$ cat config.mk
export PLATFORM = sky130hd
export DESIGN_NAME = w_clk_module_1
export DESIGN_NICKNAME = d
export VERILOG_FILES = /design/src/rtl/fifo_async_pkg.sv /design/src/rtl/binary_to_gray.sv /design/src/rtl/d_ff_async.sv /design/src/rtl/gray_to_binary.sv /design/src/rtl/two_ff_synchronizer.sv /design/src/rtl/w_full_gen.sv /design/src/rtl/w_clk_module_1.sv
export SDC_FILE = /design/constraint.sdc
export NUM_CORES = 1
export LEC_CHECK = 0
export BUFFER_PORTS_ARGS = -buffer_cell sky130_fd_sc_hd__buf_2
export CORE_AREA = 5 5 57 59
export CTS_BUF_LIST = sky130_fd_sc_hd__clkbuf_16
export CTS_CLUSTER_SIZE = 20
export DETAILED_ROUTE_END_ITERATION = 10
export DIE_AREA = 0 0 62 64
export GPL_TIMING_DRIVEN = 0
export PLACE_DENSITY_LB_ADDON = 0.25
export SYNTH_ARGS = -nofsm -noshare
export SYNTH_HDL_FRONTEND = slang
export SYNTH_SLANG_ARGS = --single-unit
$ cat constraint.sdc
create_clock -name w_clk -period 2.89 [get_ports w_clk]
set_input_delay 0.289 -clock w_clk [delete_from_list [all_inputs] [get_ports w_clk]]
set_output_delay 0.289 -clock w_clk [all_outputs]
set_load 0.005 [all_outputs]
$ cat src/rtl/fifo_async_pkg.sv
// Shared async-FIFO package: default geometry and Gray/binary conversion helpers,
// used by both the write-side and read-side pointer blocks.
package fifo_async_pkg;

  localparam int ADDRESS_SIZE = 4;
  localparam int DEPTH        = 2 ** ADDRESS_SIZE;
  localparam int PTR_W        = ADDRESS_SIZE + 1;

  function automatic logic [31:0] bin2gray(input logic [31:0] b);
    return b ^ (b >> 1);
  endfunction

  // Each binary bit is the XOR of all Gray bits at or above it.
  function automatic logic [31:0] gray2bin(input logic [31:0] g);
    logic [31:0] b;
    b[31] = g[31];
    for (int i = 30; i >= 0; i--) begin
      b[i] = b[i+1] ^ g[i];
    end
    return b;
  endfunction

endpackage

$ cat src/rtl/binary_to_gray.sv
// Combinational binary-to-Gray converter.
module binary_to_gray
  import fifo_async_pkg::*;
#(
  parameter int W = 1
) (
  input  logic [W-1:0] bin,
  output logic [W-1:0] gray
);

  logic [31:0] conv;

  assign conv = bin2gray(32'(bin));
  assign gray = conv[W-1:0];

endmodule

$ cat src/rtl/d_ff_async.sv
// Generic W-bit register with asynchronous active-high reset to zero.
module d_ff_async #(
  parameter int W = 1
) (
  input  logic         clk,
  input  logic         rst,
  input  logic [W-1:0] d,
  output logic [W-1:0] q
);

  always_ff @(posedge clk or posedge rst) begin
    if (rst) begin
      q <= '0;
    end else begin
      q <= d;
    end
  end

endmodule

$ cat src/rtl/gray_to_binary.sv
// Combinational Gray-to-binary converter.
module gray_to_binary
  import fifo_async_pkg::*;
#(
  parameter int W = 1
) (
  input  logic [W-1:0] gray,
  output logic [W-1:0] bin
);

  logic [31:0] conv;

  assign conv = gray2bin(32'(gray));
  assign bin  = conv[W-1:0];

endmodule

$ cat src/rtl/two_ff_synchronizer.sv
// Two-flop synchroniser for a Gray-coded bus crossing into clk; async active-low clear.
module two_ff_synchronizer #(
  parameter int W = 1
) (
  input  logic         clk,
  input  logic         rst_n,
  input  logic [W-1:0] d,
  output logic [W-1:0] q
);

  logic [W-1:0] meta;

  always_ff @(posedge clk or negedge rst_n) begin
    if (!rst_n) begin
      meta <= '0;
      q    <= '0;
    end else begin
      meta <= d;
      q    <= meta;
    end
  end

endmodule

$ cat src/rtl/w_full_gen.sv
// Registered full (and optional almost-full) flag for the write side.
// Almost-full logic is present only when W_ALMOST_FULL_EN is defined.
module w_full_gen #(
  parameter int ADDRESS_SIZE = 4,
  parameter int AF_MARGIN    = 2
) (
  input  logic                  w_clk,
  input  logic                  w_rst,
  input  logic [ADDRESS_SIZE:0] w_gnext,
  input  logic [ADDRESS_SIZE:0] wq2_rptr,
`ifdef W_ALMOST_FULL_EN
  input  logic [ADDRESS_SIZE:0] w_bnext,
  output logic                  w_almost_full,
`endif
  output logic                  w_full
);

  localparam int AS = ADDRESS_SIZE;

  // Full when the next write pointer equals the read pointer with the top two Gray bits inverted.
  logic [AS:0] full_cmp;

  assign full_cmp = {~wq2_rptr[AS:AS-1], wq2_rptr[AS-2:0]};

  always_ff @(posedge w_clk or posedge w_rst) begin
    if (w_rst) begin
      w_full <= 1'b0;
    end else begin
      w_full <= (w_gnext == full_cmp);
    end
  end

`ifdef W_ALMOST_FULL_EN
  localparam logic [AS:0] AF_LEVEL = (AS+1)'((2 ** AS) - AF_MARGIN);

  logic [AS:0] rq_bin;
  logic [AS:0] fill;

  gray_to_binary #(.W(AS + 1)) u_rq_g2b (
    .gray (wq2_rptr),
    .bin  (rq_bin)
  );

  assign fill = w_bnext - rq_bin;

  always_ff @(posedge w_clk or posedge w_rst) begin
    if (w_rst) begin
      w_almost_full <= 1'b0;
    end else begin
      w_almost_full <= (fill >= AF_LEVEL);
    end
  end
`endif

endmodule

$ cat src/rtl/w_clk_module_1.sv
// Write-clock-domain half of the async FIFO: write pointer, RAM address, reader-pointer sync, full flag.
// Define W_ALMOST_FULL_EN to add the w_almost_full output.
module w_clk_module_1 #(
  parameter int ADDRESS_SIZE = 4,
  parameter int AF_MARGIN    = 2
) (
  input  logic                    w_clk,
  input  logic                    w_rst,
  input  logic                    w_en,
  input  logic [ADDRESS_SIZE:0]   r_ptr,
  output logic                    w_full,
  output logic [ADDRESS_SIZE:0]   w_ptr,
`ifdef W_ALMOST_FULL_EN
  output logic                    w_almost_full,
`endif
  output logic [ADDRESS_SIZE-1:0] w_addr
);

  localparam int PW = ADDRESS_SIZE + 1;

  logic          w_inc;
  logic [PW-1:0] w_bin;
  logic [PW-1:0] w_bnext;
  logic [PW-1:0] w_gnext;
  logic [PW-1:0] wq2_rptr;
  logic          sync_rst_n;

  // Writes presented while full are dropped here, so nothing downstream moves.
  assign w_inc      = w_en & ~w_full;
  assign w_bnext    = w_bin + PW'(w_inc);
  assign w_addr     = w_bin[ADDRESS_SIZE-1:0];
  assign sync_rst_n = ~w_rst;

  binary_to_gray #(.W(PW)) u_b2g (
    .bin  (w_bnext),
    .gray (w_gnext)
  );

  d_ff_async #(.W(PW)) u_bin_reg (
    .clk (w_clk),
    .rst (w_rst),
    .d   (w_bnext),
    .q   (w_bin)
  );

  d_ff_async #(.W(PW)) u_ptr_reg (
    .clk (w_clk),
    .rst (w_rst),
    .d   (w_gnext),
    .q   (w_ptr)
  );

  two_ff_synchronizer #(.W(PW)) u_rptr_sync (
    .clk   (w_clk),
    .rst_n (sync_rst_n),
    .d     (r_ptr),
    .q     (wq2_rptr)
  );

  w_full_gen #(
    .ADDRESS_SIZE (ADDRESS_SIZE),
    .AF_MARGIN    (AF_MARGIN)
  ) u_full_gen (
    .w_clk         (w_clk),
    .w_rst         (w_rst),
    .w_gnext       (w_gnext),
    .wq2_rptr      (wq2_rptr),
`ifdef W_ALMOST_FULL_EN
    .w_bnext       (w_bnext),
    .w_almost_full (w_almost_full),
`endif
    .w_full        (w_full)
  );

endmodule

# Yosys cells after proc, flatten, opt, wreduce, memory -nomap -nowiden
# Cells that the tools add are included.
# word_totals
regBits	21
elab_cells	11
# op_classes
add_sub_neg	1
eq_ne	1
bitwise	4
# ops
op	n
$add A5 B1 Y5	1
$eq A5 B5 Y1	1
$xor A5 B4 Y5	1
$not A2 Y2	1
$and A1 B1 Y1	1
$not A1 Y1	1

# Depth between registers and ports, before layout
# Gate-level depths: netlist of the first run.
# depth
word_depth	5
depth_mapped	8
depth_no_buf	8

# Modules after synthesis
# Synthesis of the first run repeated with hierarchy kept, for this count alone.
# hier_totals
cells_unflattened	45
area_unflattened_um2	709.4
# modules_own_cells
module	n_inst	cells_per_inst	area_each_um2	seq_area_each_um2
d_ff_async	2	6	128.9	125.1
two_ff_synchronizer	1	10	250.2	250.2
w_full_gen	1	9	87.6	25.0
w_clk_module_1	1	9	71.3	0.0
binary_to_gray	1	5	42.5	0.0

# Worst setup path before layout of the first run
# Ideal clock, no wire load.
# synth_path
kind	register -> register
from	reg u_full_gen.w_full
to	reg u_full_gen.w_full
setup_time_ps	73
t_arrival_ps	1988
required_time_ps	2817
slack_ps	829
path_stages_with_launch	9
n_path_buf	0
path_cell_list	dfrtp_1 > nor2b_1 > ha_1 > ha_1 > and4b_1 > o21a_1 > or3_1 > a211o_1 > a21oi_2
# synth_via
elab_chain_cells	5
# synth_rtl
item	line	source
start: declaration	w_full_gen.sv:15	output logic w_full
start signal: assignment	w_full_gen.sv:29	w_full <= (w_gnext == full_cmp);
$not A1 Y1	w_clk_module_1.sv:29	assign w_inc = w_en & ~w_full;
$and A1 B1 Y1	w_clk_module_1.sv:29	
$add A5 B1 Y5	w_clk_module_1.sv:30	assign w_bnext = w_bin + PW'(w_inc);
$xor A5 B4 Y5	fifo_async_pkg.sv:10	return b ^ (b >> 1);
$eq A5 B5 Y1	w_full_gen.sv:29	
# No other way between the ends.

# Worst setup path in the final report of the first run
# Same ends and word-level chain as after synthesis.

==> metrics.log, run 1 <==
INFO  metric status = finished clean
INFO  metric critical_path_peak_fanout = 5
INFO  metric initial_core_util = 28.4%
INFO  metric post_synth.cell_area_avg = about 14 um^2
INFO  metric cts_inserted_buffers = 3
INFO  metric yosysSeqAreaShare = about two thirds
INFO  metric metal2_wl = 598 um
INFO  metric fin_crit_sh = 77.5%
INFO  metric post-route-drc-count = 0
INFO  metric detail_route.wl_per_cell = 11.8 um
INFO  metric cp.arrival = about 2.4 ns
INFO  metric chipHeight = ~64 um
INFO  metric cpLargestDelayFamily = simple AND/OR/NAND/NOR gates
INFO  metric cpMostUsedCell = sky130_fd_sc_hd__ha_1
INFO  metric die_w = 62 um
INFO  metric criticalPathCategory = reg -> reg
INFO  metric cts_max_path_buffers = 2
INFO  metric synth_top_flop_cell = sky130_fd_sc_hd__dfrtp_1
INFO  metric fin_worst_skew = 0.00304 ns
INFO  metric cts_hold_repair.buffers = 0
INFO  metric post_synth_mux_area_share = 1.32%
INFO  metric avgViaCountPerCell = 4.31
INFO  metric number_of_antenna_violations_at_the_first_check_in_global_routing = 0
INFO  metric crit_required = approximately 3.1 ns
INFO  metric hpwl = 928 um
INFO  metric clkSinkCount = 20
INFO  metric num_io_pins = 18
INFO  metric gp_congestion = 0.687
INFO  metric wl_met3 = 119 um
INFO  metric hold_viol_final = 0
INFO  metric hold_class = in -> reg
INFO  metric tritoncts = yes
INFO  metric synthSimpleGateAreaFrac = under 10%
INFO  metric setup.worst_path.end_class = flip-flop
INFO  metric peakVddDrop = 0.000621 V
INFO  metric layout.nets = 86
INFO  metric area_growth_syn_to_layout = 26.8%
INFO  metric slew_viol_final = 0
INFO  metric number_of_enable_flip_flop_cells_after_synthesis = 0
INFO  metric cp_cell_sequence = nor2b_1, ha_1, ha_1, and4b_1, o21a_1, or3_1, a211o_1, a21oi_2
INFO  metric netlist_cell_types = 22
INFO  metric cts.htree.levels = 1
INFO  metric wl_met1 = 511 um
INFO  metric ctsRootBufferMaster = sky130_fd_sc_hd__clkbuf_16
INFO  metric synth-xor-area-share = 11.6%
INFO  metric final_core_utilization = 36.0%
INFO  metric route.antenna.remaining_nets = 0
INFO  metric grt_first_pass_wirelength = around 2.1 mm
INFO  metric fp.dieArea = 0.00397 mm^2
INFO  metric rsz0062_at_grt = no
INFO  metric post_cts_resize_count = 0
INFO  metric synth.top_cells.by_area = sky130_fd_sc_hd__dfrtp_1, sky130_fd_sc_hd__xor2_1, sky130_fd_sc_hd__xnor2_1, sky130_fd_sc_hd__ha_1, sky130_fd_sc_hd__a21boi_0
INFO  metric placement_rows = 19
INFO  metric vias = 457
INFO  metric number_of_buffer_and_inverter_instances_along_the_worst_setup_path = 0
INFO  metric tightestPinTransition = 0.749 ns
INFO  metric antennaDiodeCount = 0
INFO  metric power.static_leakage = about 0.44 nW
INFO  metric asyncSetResetFlopFracSynth = 100%
INFO  metric synthDominantCellAreaShare = 66.1%
INFO  metric globalRouteTotalUtil = 7.24%
INFO  metric worst_path_largest_cell_delay = ~0.37 ns
INFO  metric buffer_ports.inserted = 17
INFO  metric reg_clk_slew_reported_paths = 0.05 ns
INFO  metric postSynthRegisterBits = 20
INFO  metric clock_insertion_delay_worst_skew = 0.25 ns
INFO  metric globalRoute.totalOverflow = 0
INFO  metric setup_viol = 0
INFO  metric first_iter_violations = 3
INFO  metric max_cap_violations = 0
INFO  metric synth_top_family_by_area = XOR/XNOR gates
INFO  metric synth_area = 757 um^2
INFO  metric multi_input_comb_area = around 250 um^2
INFO  metric fill_cells = 274
INFO  metric detailedRoute.firstPassIterationCount = 3
INFO  metric compound_gate_fraction_of_synth_area = under 10%
INFO  metric slowest_stage = sky130_fd_sc_hd__dfrtp_1
INFO  metric coreArea = between 0.002 and 0.003 mm^2
INFO  metric max_freq = 0.446 GHz
INFO  metric vias_in_the_first_global_route = 437
INFO  metric dr.max_layer_used = met4
INFO  metric timing.slew.headroom = around 50%
INFO  metric postCtsSetupRepairBufs = 0
INFO  metric adder_cell_area_share_of_the_yosys_netlist = approximately 3.3%
INFO  metric finalCriticalPeriod = 2.24 ns
INFO  metric yosysTopAreaCell = sky130_fd_sc_hd__dfrtp_1
INFO  metric critPathLaunchType = flip-flop
INFO  metric seq_area = 500 um^2
INFO  metric drt_wl_total = 1.25 mm
INFO  metric timing.setup.tns = 0 ns
INFO  metric ys_top_cells_by_count = sky130_fd_sc_hd__dfrtp_1, sky130_fd_sc_hd__xor2_1, sky130_fd_sc_hd__xnor2_1
INFO  metric cellPowerDensity = 1120 mW/mm^2
INFO  metric grt_start_max_net_pins = 21
INFO  metric synthesis.instances = 54
INFO  metric synth.yosys.warnings = 0
INFO  metric mappedNetlistNets = 64
INFO  metric synth_most_common_cell = sky130_fd_sc_hd__dfrtp_1
INFO  metric ratio_of_cells_with_drive_above_1_in_the_final_layout = 29.3%
INFO  metric power = 1.08 mW
placed cells by master, fill, tap and decap left out, drive strengths merged:
| cell type | synthesis | layout |
|---|---|---|
| o21ai | 1 | 1 |
| a21oi | 2 | 2 |
| xnor2 | 4 | 4 |
| nand3b | 2 | 2 |
| or3 | 1 | 1 |
| a31oi | 1 | 1 |
| clkinv | 0 | 1 |
| buf | 0 | 17 |
| dfrtp | 20 | 20 |
| inv | 2 | 2 |
| a21boi | 2 | 2 |
| nand2 | 1 | 1 |
| xor2 | 6 | 6 |
| or3b | 1 | 1 |
| nor2b | 1 | 1 |
| ha | 2 | 2 |
| nor2 | 1 | 1 |
| o21a | 1 | 1 |
| clkbuf | 0 | 3 |
| nand3 | 2 | 2 |
| a211o | 1 | 1 |
| nand4 | 1 | 1 |
| mux2i | 1 | 1 |
| and4b | 1 | 1 |
logic make-up (layout without fill, tap and decap cells):
kind of cell    count (synthesis)  after routing
xor+xnor                       10             10
buf+inv                         2             23
simple gates                   11             11
flops                          20             20
fa+ha+maj                       2              2
mux                             1              1
compound gates                  8              8
worst reg2reg max path, cell delays in order, from the launching register on:
cell	delay, ns
sky130_fd_sc_hd__dfrtp_1	0.37
sky130_fd_sc_hd__nor2b_1	0.14
sky130_fd_sc_hd__ha_1	0.26
sky130_fd_sc_hd__ha_1	0.25
sky130_fd_sc_hd__and4b_1	0.21
sky130_fd_sc_hd__o21a_1	0.17
sky130_fd_sc_hd__or3_1	0.32
sky130_fd_sc_hd__a211o_1	0.31
sky130_fd_sc_hd__a21oi_2	0.14
layer usage:
layer	GRT usage, %	vias up
li1	-	226
met4	2.39	0
met2	10.6	16
met3	3.62	3
met5	0	-
met1	9.15	212
where the power goes:
part,switching (mW),internal (mW),leakage (nW)
clock network,0.0941,0.184,0.0385
registers,0.0551,0.362,0.236
logic,0.197,0.183,0.169
total,0.346,0.730,0.444
layout make-up:
type | count | area share [%]
clock buffers | 3 | 7.82
clock inverters | 1 | 0.391
inverters | 2 | 0.782
multi-input cells | 32 | 25.9
flip-flops and latches | 20 | 52.2
well taps | 31 | 4.04
repair buffers | 17 | 8.87
registers in the layout, summed over array words and instances (netlist names):
| signal | cells |
|---|---|
| u_bin_reg.q | 5 |
| u_full_gen.w_full | 1 |
| u_ptr_reg.q | 4 |
| u_rptr_sync.meta | 5 |
| u_rptr_sync.q | 5 |
final timing paths:
path                                     start                   to  slack, ns  cells past startpoint
setup / recovery             u_full_gen.w_full    u_full_gen.w_full       0.65                      8
hold / removal                        r_ptr[0]  u_rptr_sync.meta[0]       0.14                      1
setup reg to reg             u_full_gen.w_full    u_full_gen.w_full       0.65                      8
hold reg to reg            u_rptr_sync.meta[2]     u_rptr_sync.q[2]       0.34                      0
max in group asynchronous                w_rst       u_bin_reg.q[4]       2.25                      2
min in group asynchronous                w_rst  u_rptr_sync.meta[1]       0.17                      2
through the flow:
step	hold slack [ns]	cell area, um^2	setup WS [ns]	instances
6_report	0.144	960	0.649	106
5_1_grt	0.136	960	0.473	106
4_1_cts	0.138	960	0.631	106
3_5_place_dp	0.335	881	0.624	102
3_3_place_gp	0.331	881	0.652	102
2_1_floorplan	0.253	757	0.829	54
(Power assumes the default switching activity.)
==> run 2: changes to the inputs <==
--- a/config.mk
+++ b/config.mk
@@ -5,12 +5,13 @@
 export SDC_FILE = /design/constraint.sdc
 export NUM_CORES = 1
 export LEC_CHECK = 0
+export ABC_AREA = 1
 export BUFFER_PORTS_ARGS = -buffer_cell sky130_fd_sc_hd__buf_2
-export CORE_AREA = 5 5 57 59
+export CORE_AREA = 5 5 43 82
 export CTS_BUF_LIST = sky130_fd_sc_hd__clkbuf_16
 export CTS_CLUSTER_SIZE = 20
 export DETAILED_ROUTE_END_ITERATION = 10
-export DIE_AREA = 0 0 62 64
+export DIE_AREA = 0 0 48 87
 export GPL_TIMING_DRIVEN = 0
 export PLACE_DENSITY_LB_ADDON = 0.25
 export SYNTH_ARGS = -nofsm -noshare
==> constraint.sdc (replaced) <==
create_clock -name w_clk -period 1.85 [get_ports w_clk]
set_input_delay 0.185 -clock w_clk [delete_from_list [all_inputs] [get_ports w_clk]]
set_output_delay 0.185 -clock w_clk [all_outputs]
set_load 0.005 [all_outputs]
==> run 2 against run 1 <==
  * Cell area grew 10%
  * Cell count is 28% higher
  * Die area increased by 5.2%
  * Critical path depth is 4 higher
  * Largest cell class unchanged
==> metrics.log, run 2 <==
INFO  metric status = finished clean (unchanged)
INFO  metric clkSinkCount = 20 (unchanged)
INFO  metric num_io_pins = 18 (unchanged)
INFO  metric critical_path_peak_fanout = 5 (unchanged)
INFO  metric grt.met3_usage = 1.86% (was 3.62%)
INFO  metric worst_path_largest_cell_delay = 0.38 ns (was 0.37 ns)
INFO  metric finalWorstSetupSlack = 0.197 ns (was 0.649 ns)
INFO  metric vias_in_the_first_global_route = 628 (was 437)
INFO  metric cp_cell_sequence = nor2_2, ha_2, ha_4, inv_2, nand2_1, nand2_1, nand2_1, nand2_1, nand3_1, nor2_1, nand2_1, nor2_1 (was nor2b_1, ha_1, ha_1, and4b_1, o21a_1, or3_1, a211o_1, a21oi_2)
INFO  metric number_of_enable_flip_flop_cells_after_synthesis = 0 (unchanged)
INFO  metric cell_internal_pwr = 1.30 mW (was 730 uW)
INFO  metric detailedRoute.firstPassIterationCount = 4 (was 3)
INFO  metric hold_path_cell_cnt = 1 (unchanged)
INFO  metric synthesis.instances = 84 (was 54)
INFO  metric yosysTopAreaCell = sky130_fd_sc_hd__dfrtp_1 (unchanged)
INFO  metric avgViaCountPerCell = 4.51 (was 4.31)
INFO  metric cpMostUsedCell = sky130_fd_sc_hd__nand2_1 (was sky130_fd_sc_hd__ha_1)
INFO  metric post-place-cells = 131 (was 102)
INFO  metric finish.cell_count_without_fillers = 136 (was 106)
INFO  metric first_iter_violations = 16 (was 3)
INFO  metric rr_worst_depth = 12 (was 8)
INFO  metric layout_commonest_cell = sky130_fd_sc_hd__nand2_1 (was sky130_fd_sc_hd__dfrtp_1)
INFO  metric synthDominantCellAreaShare = 62.1% (was 66.1%)
INFO  metric cts_max_path_buffers = 2 (unchanged)
INFO  metric fp.dieArea = 0.00418 mm^2 (was 0.00397 mm^2)
INFO  metric final_core_utilization = 36.8% (was 36.0%)
INFO  metric initial_core_util = 28.0% (was 28.4%)
INFO  metric grt_first_pass_wirelength = 2.58 mm (was 2.08 mm)
INFO  metric ratio_of_cells_with_drive_above_1_in_the_final_layout = 33.0% (was 29.3%)
INFO  metric number_of_buffer_and_inverter_instances_along_the_worst_setup_path = 1 (was 0)
INFO  metric setup.worst_path.end_class = flip-flop (unchanged)
INFO  metric yosysSeqAreaShare = 62.1% (was 66.1%)
INFO  metric max_freq = 0.605 GHz (was 0.446 GHz)
INFO  metric route.antenna.remaining_nets = 0 (unchanged)
INFO  metric placement_rows = 28 (was 19)
INFO  metric netlist_cell_types = 10 (was 22)
INFO  metric buffer_ports.inserted = 17 (unchanged)
INFO  metric startpoint = u_full_gen.w_full (unchanged)
INFO  metric switching_power = 671 uW (was 346 uW)
INFO  metric switching_share_of_total_power = 34.1% (was 32.2%)
INFO  metric number_of_antenna_violations_at_the_first_check_in_global_routing = 0 (unchanged)
INFO  metric coreArea = 0.00287 mm^2 (was 0.00266 mm^2)
INFO  metric asyncSetResetFlopFracSynth = 100% (unchanged)
INFO  metric cts_inserted_buffers = 3 (unchanged)
INFO  metric power.static_leakage = 0.561 nW (was 0.444 nW)
INFO  metric synth.top_cells.by_area = sky130_fd_sc_hd__dfrtp_1, sky130_fd_sc_hd__nand2_1, sky130_fd_sc_hd__nand3_1, sky130_fd_sc_hd__nand2_2, sky130_fd_sc_hd__inv_1 (was sky130_fd_sc_hd__dfrtp_1, sky130_fd_sc_hd__xor2_1, sky130_fd_sc_hd__xnor2_1, sky130_fd_sc_hd__ha_1, sky130_fd_sc_hd__a21boi_0)
INFO  metric postSynthRegisterBits = 20 (unchanged)
INFO  metric tritoncts = yes (unchanged)
INFO  metric tightestPinTransition = 0.739 ns (was 0.749 ns)
INFO  metric reg_clk_slew_reported_paths = 0.05 ns (about the same)
INFO  metric synth_top_flop_cell = sky130_fd_sc_hd__dfrtp_1 (unchanged)
INFO  metric hpwl = 1.08 mm (was 928 um)
INFO  metric timing.reg2reg.setup_slack = 0.20 ns (was 0.65 ns)
INFO  metric reg.largest.list = u_bin_reg.q x5, u_rptr_sync.meta x5, u_rptr_sync.q x5 (unchanged)
INFO  metric setup_viol = 0 (unchanged)
INFO  metric rr_startpoint = u_full_gen.w_full (unchanged)
INFO  metric seq_power_share = 32.8% (was 38.8%)
INFO  metric grtUsageMet2 = 13.3% (was 10.6%)
INFO  metric vias = 613 (was 457)
INFO  metric pwr-share-comb = 37.4% (was 35.4%)
INFO  metric use_met1 = 10.1% (was 9.15%)
INFO  metric finalCriticalPeriod = 1.65 ns (was 2.24 ns)
INFO  metric ys_top_cells_by_count = sky130_fd_sc_hd__nand2_1, sky130_fd_sc_hd__dfrtp_1, sky130_fd_sc_hd__nand3_1 (was sky130_fd_sc_hd__dfrtp_1, sky130_fd_sc_hd__xor2_1, sky130_fd_sc_hd__xnor2_1)
INFO  metric post-route-drc-count = 0 (unchanged)
INFO  metric hold_path.startpoint = r_ptr[0] (unchanged)
INFO  metric clock_power_share = 29.8% (was 25.8%)
INFO  metric synth.yosys.warnings = 0 (unchanged)
INFO  metric area_growth_syn_to_layout = 31.4% (was 26.8%)
INFO  metric max_cap_violations = 0 (unchanged)
INFO  metric final_cell_mix = sky130_fd_sc_hd__nand2_1, sky130_fd_sc_hd__dfrtp_1, sky130_fd_sc_hd__buf_2, sky130_fd_sc_hd__nand3_1, sky130_fd_sc_hd__inv_1 (was sky130_fd_sc_hd__dfrtp_1, sky130_fd_sc_hd__buf_2, sky130_fd_sc_hd__xor2_1, sky130_fd_sc_hd__xnor2_1, sky130_fd_sc_hd__clkbuf_16)
INFO  metric hold_class = in -> reg (unchanged)
INFO  metric cts_hold_repair.buffers = 0 (unchanged)
INFO  metric slowest_stage = sky130_fd_sc_hd__dfrtp_1 (unchanged)
INFO  metric timing.slew.headroom = 50.7% (was 50.0%)
INFO  metric critPathLaunchType = flip-flop (unchanged)
INFO  metric cp.arrival = 1.84 ns (was 2.42 ns)
INFO  metric gp_congestion = 0.655 (was 0.687)
INFO  metric globalRoute.totalOverflow = 0 (unchanged)
INFO  metric multi_input_comb_area = 274 um^2 (was 249 um^2)
INFO  metric mappedNetlistNets = 94 (was 64)
INFO  metric fill_cells = 311 (was 274)
INFO  metric cts.htree.levels = 1 (unchanged)
INFO  metric pre_cts_ws = 0.0727 ns (was 0.624 ns)
INFO  metric peakVddDrop = 0.000754 V (was 0.000621 V)
INFO  metric criticalPathCategory = reg -> reg (unchanged)
INFO  metric die_w = 48 um (was 62 um)
INFO  metric detail_route.wl_per_cell = 10.7 um (was 11.8 um)
INFO  metric layout.nets = 117 (was 86)
INFO  metric cpLargestDelayFamily = simple AND/OR/NAND/NOR gates (unchanged)
INFO  metric synth_area = 806 um^2 (was 757 um^2)
INFO  metric chipHeight = 87 um (was 64 um)
INFO  metric post_synth.cell_area_avg = 9.59 um^2 (was 14.0 um^2)
INFO  metric fin_worst_skew = 0.00163 ns (was 0.00304 ns)
INFO  metric ctsRootBufferMaster = sky130_fd_sc_hd__clkbuf_16 (unchanged)
INFO  metric hold-path-endpoint = u_rptr_sync.meta[0] (unchanged)
INFO  metric cellPowerDensity = 1860 mW/mm^2 (was 1120 mW/mm^2)
INFO  metric slew_viol_final = 0 (unchanged)
INFO  metric hold_viol_final = 0 (unchanged)
INFO  metric gr-max-usage-layer = met2 (unchanged)
INFO  metric crit_required = 2.03 ns (was 3.07 ns)
INFO  metric antennaDiodeCount = 0 (unchanged)
INFO  metric clock_insertion_delay_worst_skew = 0.25 ns (about the same)
INFO  metric fin_crit_sh = 89.3% (was 77.5%)
INFO  metric synth_most_common_cell = sky130_fd_sc_hd__nand2_1 (was sky130_fd_sc_hd__dfrtp_1)
INFO  metric rr_endpoint = u_full_gen.w_full (unchanged)
INFO  metric globalRouteTotalUtil = 8.86% (was 7.24%)
INFO  metric drt_wl_total = 1.46 mm (was 1.25 mm)
INFO  metric seq_area = 500 um^2 (unchanged)
INFO  metric grt_start_max_net_pins = 21 (unchanged)
==> run 2: cell types whose count changed after synthesis, moves of 2 or more <==
| cell | previous run | this run |
|---|---|---|
| sky130_fd_sc_hd__nand4_1 | 1 | 3 |
| sky130_fd_sc_hd__xor2_1 | 6 | 0 |
| sky130_fd_sc_hd__nand2_2 | 0 | 7 |
| sky130_fd_sc_hd__xnor2_1 | 4 | 0 |
| sky130_fd_sc_hd__a21boi_0 | 2 | 0 |
| sky130_fd_sc_hd__nor2_1 | 1 | 3 |
| sky130_fd_sc_hd__nand3_1 | 2 | 12 |
| sky130_fd_sc_hd__inv_1 | 2 | 11 |
| sky130_fd_sc_hd__nand2_1 | 1 | 22 |
| sky130_fd_sc_hd__inv_2 | 0 | 2 |
==> run 2: worst max path at each step <==
stage / end / cells past startpoint
final: u_full_gen.w_full / 12
after global routing: u_full_gen.w_full / 12
after CTS: u_full_gen.w_full / 12
after detailed placement: u_full_gen.w_full / 12
after global placement: u_full_gen.w_full / 12
after floorplan: u_full_gen.w_full / 12
==> run 2: timing repair <==
action	4_1_cts	5_1_grt
resized for setup	0	5
setup buffers	0	1
setup endpoints to repair	0	1
==> run 2: final cells by class <==
type	count	share of cell area, %
inverter	13	4.61
clock buffer	3	7.09
clock inverter	1	2.84
tap	30	3.55
timing repair buffer	18	8.75
multi-input combinational	51	25.9
sequential	20	47.3
==> run 2: cell families (layout without fill, tap and decap cells) <==
family	Yosys count	in the layout	share of synthesized area [%]
fa+ha+maj	2	2	3.11
buf+inv	13	35	6.06
flops	20	20	62.1
simple gates	49	49	28.7
==> run 2: worst register-to-register path: stages, from the launching register on <==
cell                      delay [ns]
sky130_fd_sc_hd__dfrtp_1        0.38
sky130_fd_sc_hd__nor2_2         0.11
sky130_fd_sc_hd__ha_2           0.22
sky130_fd_sc_hd__ha_4           0.22
sky130_fd_sc_hd__inv_2          0.07
sky130_fd_sc_hd__nand2_1        0.06
sky130_fd_sc_hd__nand2_1        0.08
sky130_fd_sc_hd__nand2_1        0.05
sky130_fd_sc_hd__nand2_1        0.06
sky130_fd_sc_hd__nand3_1        0.08
sky130_fd_sc_hd__nor2_1         0.10
sky130_fd_sc_hd__nand2_1        0.05
sky130_fd_sc_hd__nor2_1         0.09
==> run 2: power groups by stage <==
| stage | registers [mW] | logic (mW) | clock network (mW) |
|---|---|---|---|
| global route | 0.667 | 0.862 | 0.621 |
| floorplan | 0.652 | 0.477 | 0 |
| CTS | 0.643 | 0.705 | 0.610 |
| finish | 0.646 | 0.737 | 0.586 |
| detailed placement | 0.651 | 0.697 | 0 |
| global placement | 0.645 | 0.693 | 0 |
==> run 2: stage by stage <==
step | hold slack, ns | area (um^2) | power (mW) | setup TNS (ns)
finish | 0.0340 | 1060 | 1.97 | 0
global route | 0.0336 | 1060 | 2.15 | -0.00620
CTS | 0.0266 | 1030 | 1.96 | 0
detailed placement | 0.295 | 928 | 1.35 | 0
global placement | 0.294 | 928 | 1.34 | 0
floorplan | 0.149 | 806 | 1.13 | 0
==> run 2: layer usage <==
metal / wire length, um / vias to the layer above / share of wire, %
li1: - / 309 / -
met1: 582 / 282 / 40
met2: 717 / 17 / 49
met3: 96 / 5 / 6.6
met4: 59 / 0 / 4.1
met5: 0 / - / 0
==> run 3: changes to the inputs <==
--- a/config.mk
+++ b/config.mk
@@ -8,12 +8,13 @@
 export ABC_AREA = 1
 export BUFFER_PORTS_ARGS = -buffer_cell sky130_fd_sc_hd__buf_2
 export CORE_AREA = 5 5 43 82
-export CTS_BUF_LIST = sky130_fd_sc_hd__clkbuf_16
+export CTS_CLUSTER_DIAMETER = 200
 export CTS_CLUSTER_SIZE = 20
 export DETAILED_ROUTE_END_ITERATION = 10
 export DIE_AREA = 0 0 48 87
 export GPL_TIMING_DRIVEN = 0
 export PLACE_DENSITY_LB_ADDON = 0.25
+export SLEW_MARGIN = 20
 export SYNTH_ARGS = -nofsm -noshare
 export SYNTH_HDL_FRONTEND = slang
 export SYNTH_SLANG_ARGS = --single-unit
==> run 3 against run 2 <==
  * Clock skew rose by 0.0027 ns
  * Core utilization fell by 1.2 points
  * Worst hold slack got worse by 0.0041 ns
  * Non-clock buffer count did not move
  * Combinational power fell by 0.5%
  * Die area did not move
  * Via count fell by 1.5%
  * Sequential power barely moved
  * Sequential share of layout area rose by 1.6 points
  * Power fell by 8.3%
  * Cell count did not move
  * Largest power group unchanged
==> metrics.log, run 3 (synthesized netlist as in run 2, its figures left out) <==
INFO  metric status = finished clean (unchanged)
INFO  metric wl_met3 = 90 um (was 96 um)
INFO  metric post-route-drc-count = 0 (unchanged)
INFO  metric avgViaCountPerCell = 4.44 (was 4.51)
INFO  metric route.antenna.remaining_nets = 0 (unchanged)
INFO  metric dr.max_layer_used = met4 (unchanged)
INFO  metric area_growth_syn_to_layout = 27.2% (was 31.4%)
INFO  metric grt_first_pass_wirelength = 2.48 mm (was 2.58 mm)
INFO  metric cts_hold_repair.buffers = 0 (unchanged)
INFO  metric hold_class = in -> reg (unchanged)
INFO  metric cts_inserted_buffers = 3 (unchanged)
INFO  metric finalCriticalPeriod = 1.62 ns (was 1.65 ns)
INFO  metric clock_insertion_delay_worst_skew = 0.25 ns (about the same)
INFO  metric number_of_antenna_violations_at_the_first_check_in_global_routing = 0 (unchanged)
INFO  metric detailedRoute.firstPassIterationCount = 4 (unchanged)
INFO  metric globalRoute.totalOverflow = 0 (unchanged)
INFO  metric hold_viol_final = 0 (unchanged)
INFO  metric num_io_pins = 18 (unchanged)
INFO  metric cts.htree.levels = 1 (unchanged)
INFO  metric layout_commonest_cell = sky130_fd_sc_hd__nand2_1 (unchanged)
INFO  metric power.static_leakage = 0.546 nW (was 0.561 nW)
INFO  metric tightestPinTransition = 0.734 ns (was 0.739 ns)
INFO  metric timing.setup.tns = 0 ns (unchanged)
INFO  metric cp.arrival = 1.81 ns (was 1.84 ns)
INFO  metric pre_cts_ws = 0.0727 ns (unchanged)
INFO  metric drt_wl_total = 1.42 mm (was 1.46 mm)
INFO  metric first_iter_violations = 17 (was 16)
INFO  metric whs = 0.0299 ns (was 0.0340 ns)
INFO  metric criticalPathCategory = reg -> reg (unchanged)
INFO  metric critPathLaunchType = flip-flop (unchanged)
INFO  metric critical_path_peak_fanout = 5 (unchanged)
INFO  metric clkSinkCount = 20 (unchanged)
INFO  metric reg_clk_slew_reported_paths = 0.07 ns (was 0.05 ns)
INFO  metric max_cap_violations = 0 (unchanged)
INFO  metric fp.dieArea = 0.00418 mm^2 (unchanged)
INFO  metric cellPowerDensity = 1760 mW/mm^2 (was 1860 mW/mm^2)
INFO  metric final_cell_mix = sky130_fd_sc_hd__nand2_1, sky130_fd_sc_hd__dfrtp_1, sky130_fd_sc_hd__buf_2, sky130_fd_sc_hd__nand3_1, sky130_fd_sc_hd__inv_1 (unchanged)
INFO  metric tritoncts = yes (unchanged)
INFO  metric wl_met1 = 600 um (was 582 um)
INFO  metric vias = 604 (was 613)
INFO  metric die_w = 48 um (unchanged)
INFO  metric setup_viol = 0 (unchanged)
INFO  metric hpwl = 1.08 mm (unchanged)
INFO  metric rsz0062_at_grt = no
INFO  metric chipHeight = 87 um (unchanged)
INFO  metric fin_crit_sh = 87.8% (was 89.3%)
INFO  metric setup.worst_path.end_class = flip-flop (unchanged)
INFO  metric detail_route.wl_per_cell = 10.4 um (was 10.7 um)
INFO  metric initial_core_util = 28.0% (unchanged)
INFO  metric max_freq = 0.616 GHz (was 0.605 GHz)
INFO  metric ctsRootBufferMaster = sky130_fd_sc_hd__clkbuf_8 (was sky130_fd_sc_hd__clkbuf_16)
INFO  metric grt_start_max_net_pins = 21 (unchanged)
INFO  metric layout.nets = 117 (unchanged)
INFO  metric crit_required = 2.04 ns (was 2.03 ns)
INFO  metric slew_viol_final = 0 (unchanged)
INFO  metric buffer_ports.inserted = 17 (unchanged)
INFO  metric coreArea = 0.00287 mm^2 (unchanged)
INFO  metric finalWorstSetupSlack = 0.226 ns (was 0.197 ns)
INFO  metric globalRouteTotalUtil = 8.19% (was 8.86%)
INFO  metric vias_in_the_first_global_route = 602 (was 628)
INFO  metric timing.slew.headroom = 51.0% (was 50.7%)
INFO  metric metal2_wl = 711 um (was 717 um)
INFO  metric reg.largest.list = u_bin_reg.q x5, u_rptr_sync.meta x5, u_rptr_sync.q x5 (unchanged)
INFO  metric placement_rows = 28 (unchanged)
INFO  metric antennaDiodeCount = 0 (unchanged)
INFO  metric peakVddDrop = 0.000845 V (was 0.000754 V)
INFO  metric ratio_of_cells_with_drive_above_1_in_the_final_layout = 33.0% (unchanged)
INFO  metric cts_max_path_buffers = 2 (unchanged)
INFO  metric gp_congestion = 0.655 (unchanged)
INFO  metric fin_worst_skew = 0.00434 ns (was 0.00163 ns)
[run 3: critical path: stages, from the launching register on]
cell                      delay, ns
sky130_fd_sc_hd__dfrtp_1       0.39
sky130_fd_sc_hd__nor2_2        0.11
sky130_fd_sc_hd__ha_2          0.22
sky130_fd_sc_hd__ha_4          0.22
sky130_fd_sc_hd__inv_2         0.07
sky130_fd_sc_hd__nand2_1       0.06
sky130_fd_sc_hd__nand2_1       0.08
sky130_fd_sc_hd__nand2_1       0.05
sky130_fd_sc_hd__nand2_1       0.06
sky130_fd_sc_hd__nand3_1       0.07
sky130_fd_sc_hd__nor2_1        0.09
sky130_fd_sc_hd__nand2_1       0.05
sky130_fd_sc_hd__nor2_1        0.08
[run 3: metrics by stage]
stage / util (%) / area, um^2 / total power [mW] / instances
global route: 35.7 / 1020 / 1.99 / 136
floorplan: - / 806 / 1.13 / 84
CTS: 34.8 / 1000 / 1.79 / 135
detailed placement: 32.3 / 928 / 1.35 / 131
global placement: 32.3 / 928 / 1.34 / 131
finish: 35.7 / 1020 / 1.81 / 136
[run 3: worst paths after layout]
| check | startpoint | to | slack [ns] | cells past startpoint |
|---|---|---|---|---|
| setup / recovery | u_full_gen.w_full | u_full_gen.w_full | 0.23 | 12 |
| hold reg to reg | u_rptr_sync.meta[4] | u_rptr_sync.q[4] | 0.35 | 0 |
| setup reg to reg | u_full_gen.w_full | u_full_gen.w_full | 0.23 | 12 |
| min in group asynchronous | w_rst | u_rptr_sync.meta[1] | 0.04 | 2 |
| max in group asynchronous | w_rst | u_bin_reg.q[1] | 1.34 | 2 |
| hold / removal | r_ptr[3] | u_rptr_sync.meta[3] | 0.03 | 1 |
[run 3: cell type report]
type / count / area, um^2
clock buffers: 3 / 41.3
repair buffers: 18 / 92.6
well taps: 30 / 37.5
inverters: 13 / 48.8
fillers: 315 / 1850
multi-input cells: 51 / 274
clock inverters: 1 / 30.0
flip-flops and latches: 20 / 500
[run 3: repair_timing]
action | CTS | global route
endpoints found under the setup margin | 0 | 1
resized for setup | 0 | 5
setup buffers | 0 | 1
[run 3: where the power goes]
group	switching, mW	internal (mW)
sequential	0.0879	0.557
combinational	0.423	0.311
clock	0.139	0.289
[run 3: metal layers]
| metal | up-vias | track usage [%] |
|---|---|---|
| met5 | - | 0 |
| met4 | 0 | 4.41 |
| met3 | 2 | 1.86 |
| met2 | 16 | 12.3 |
| met1 | 280 | 10.4 |
| li1 | 306 | - |
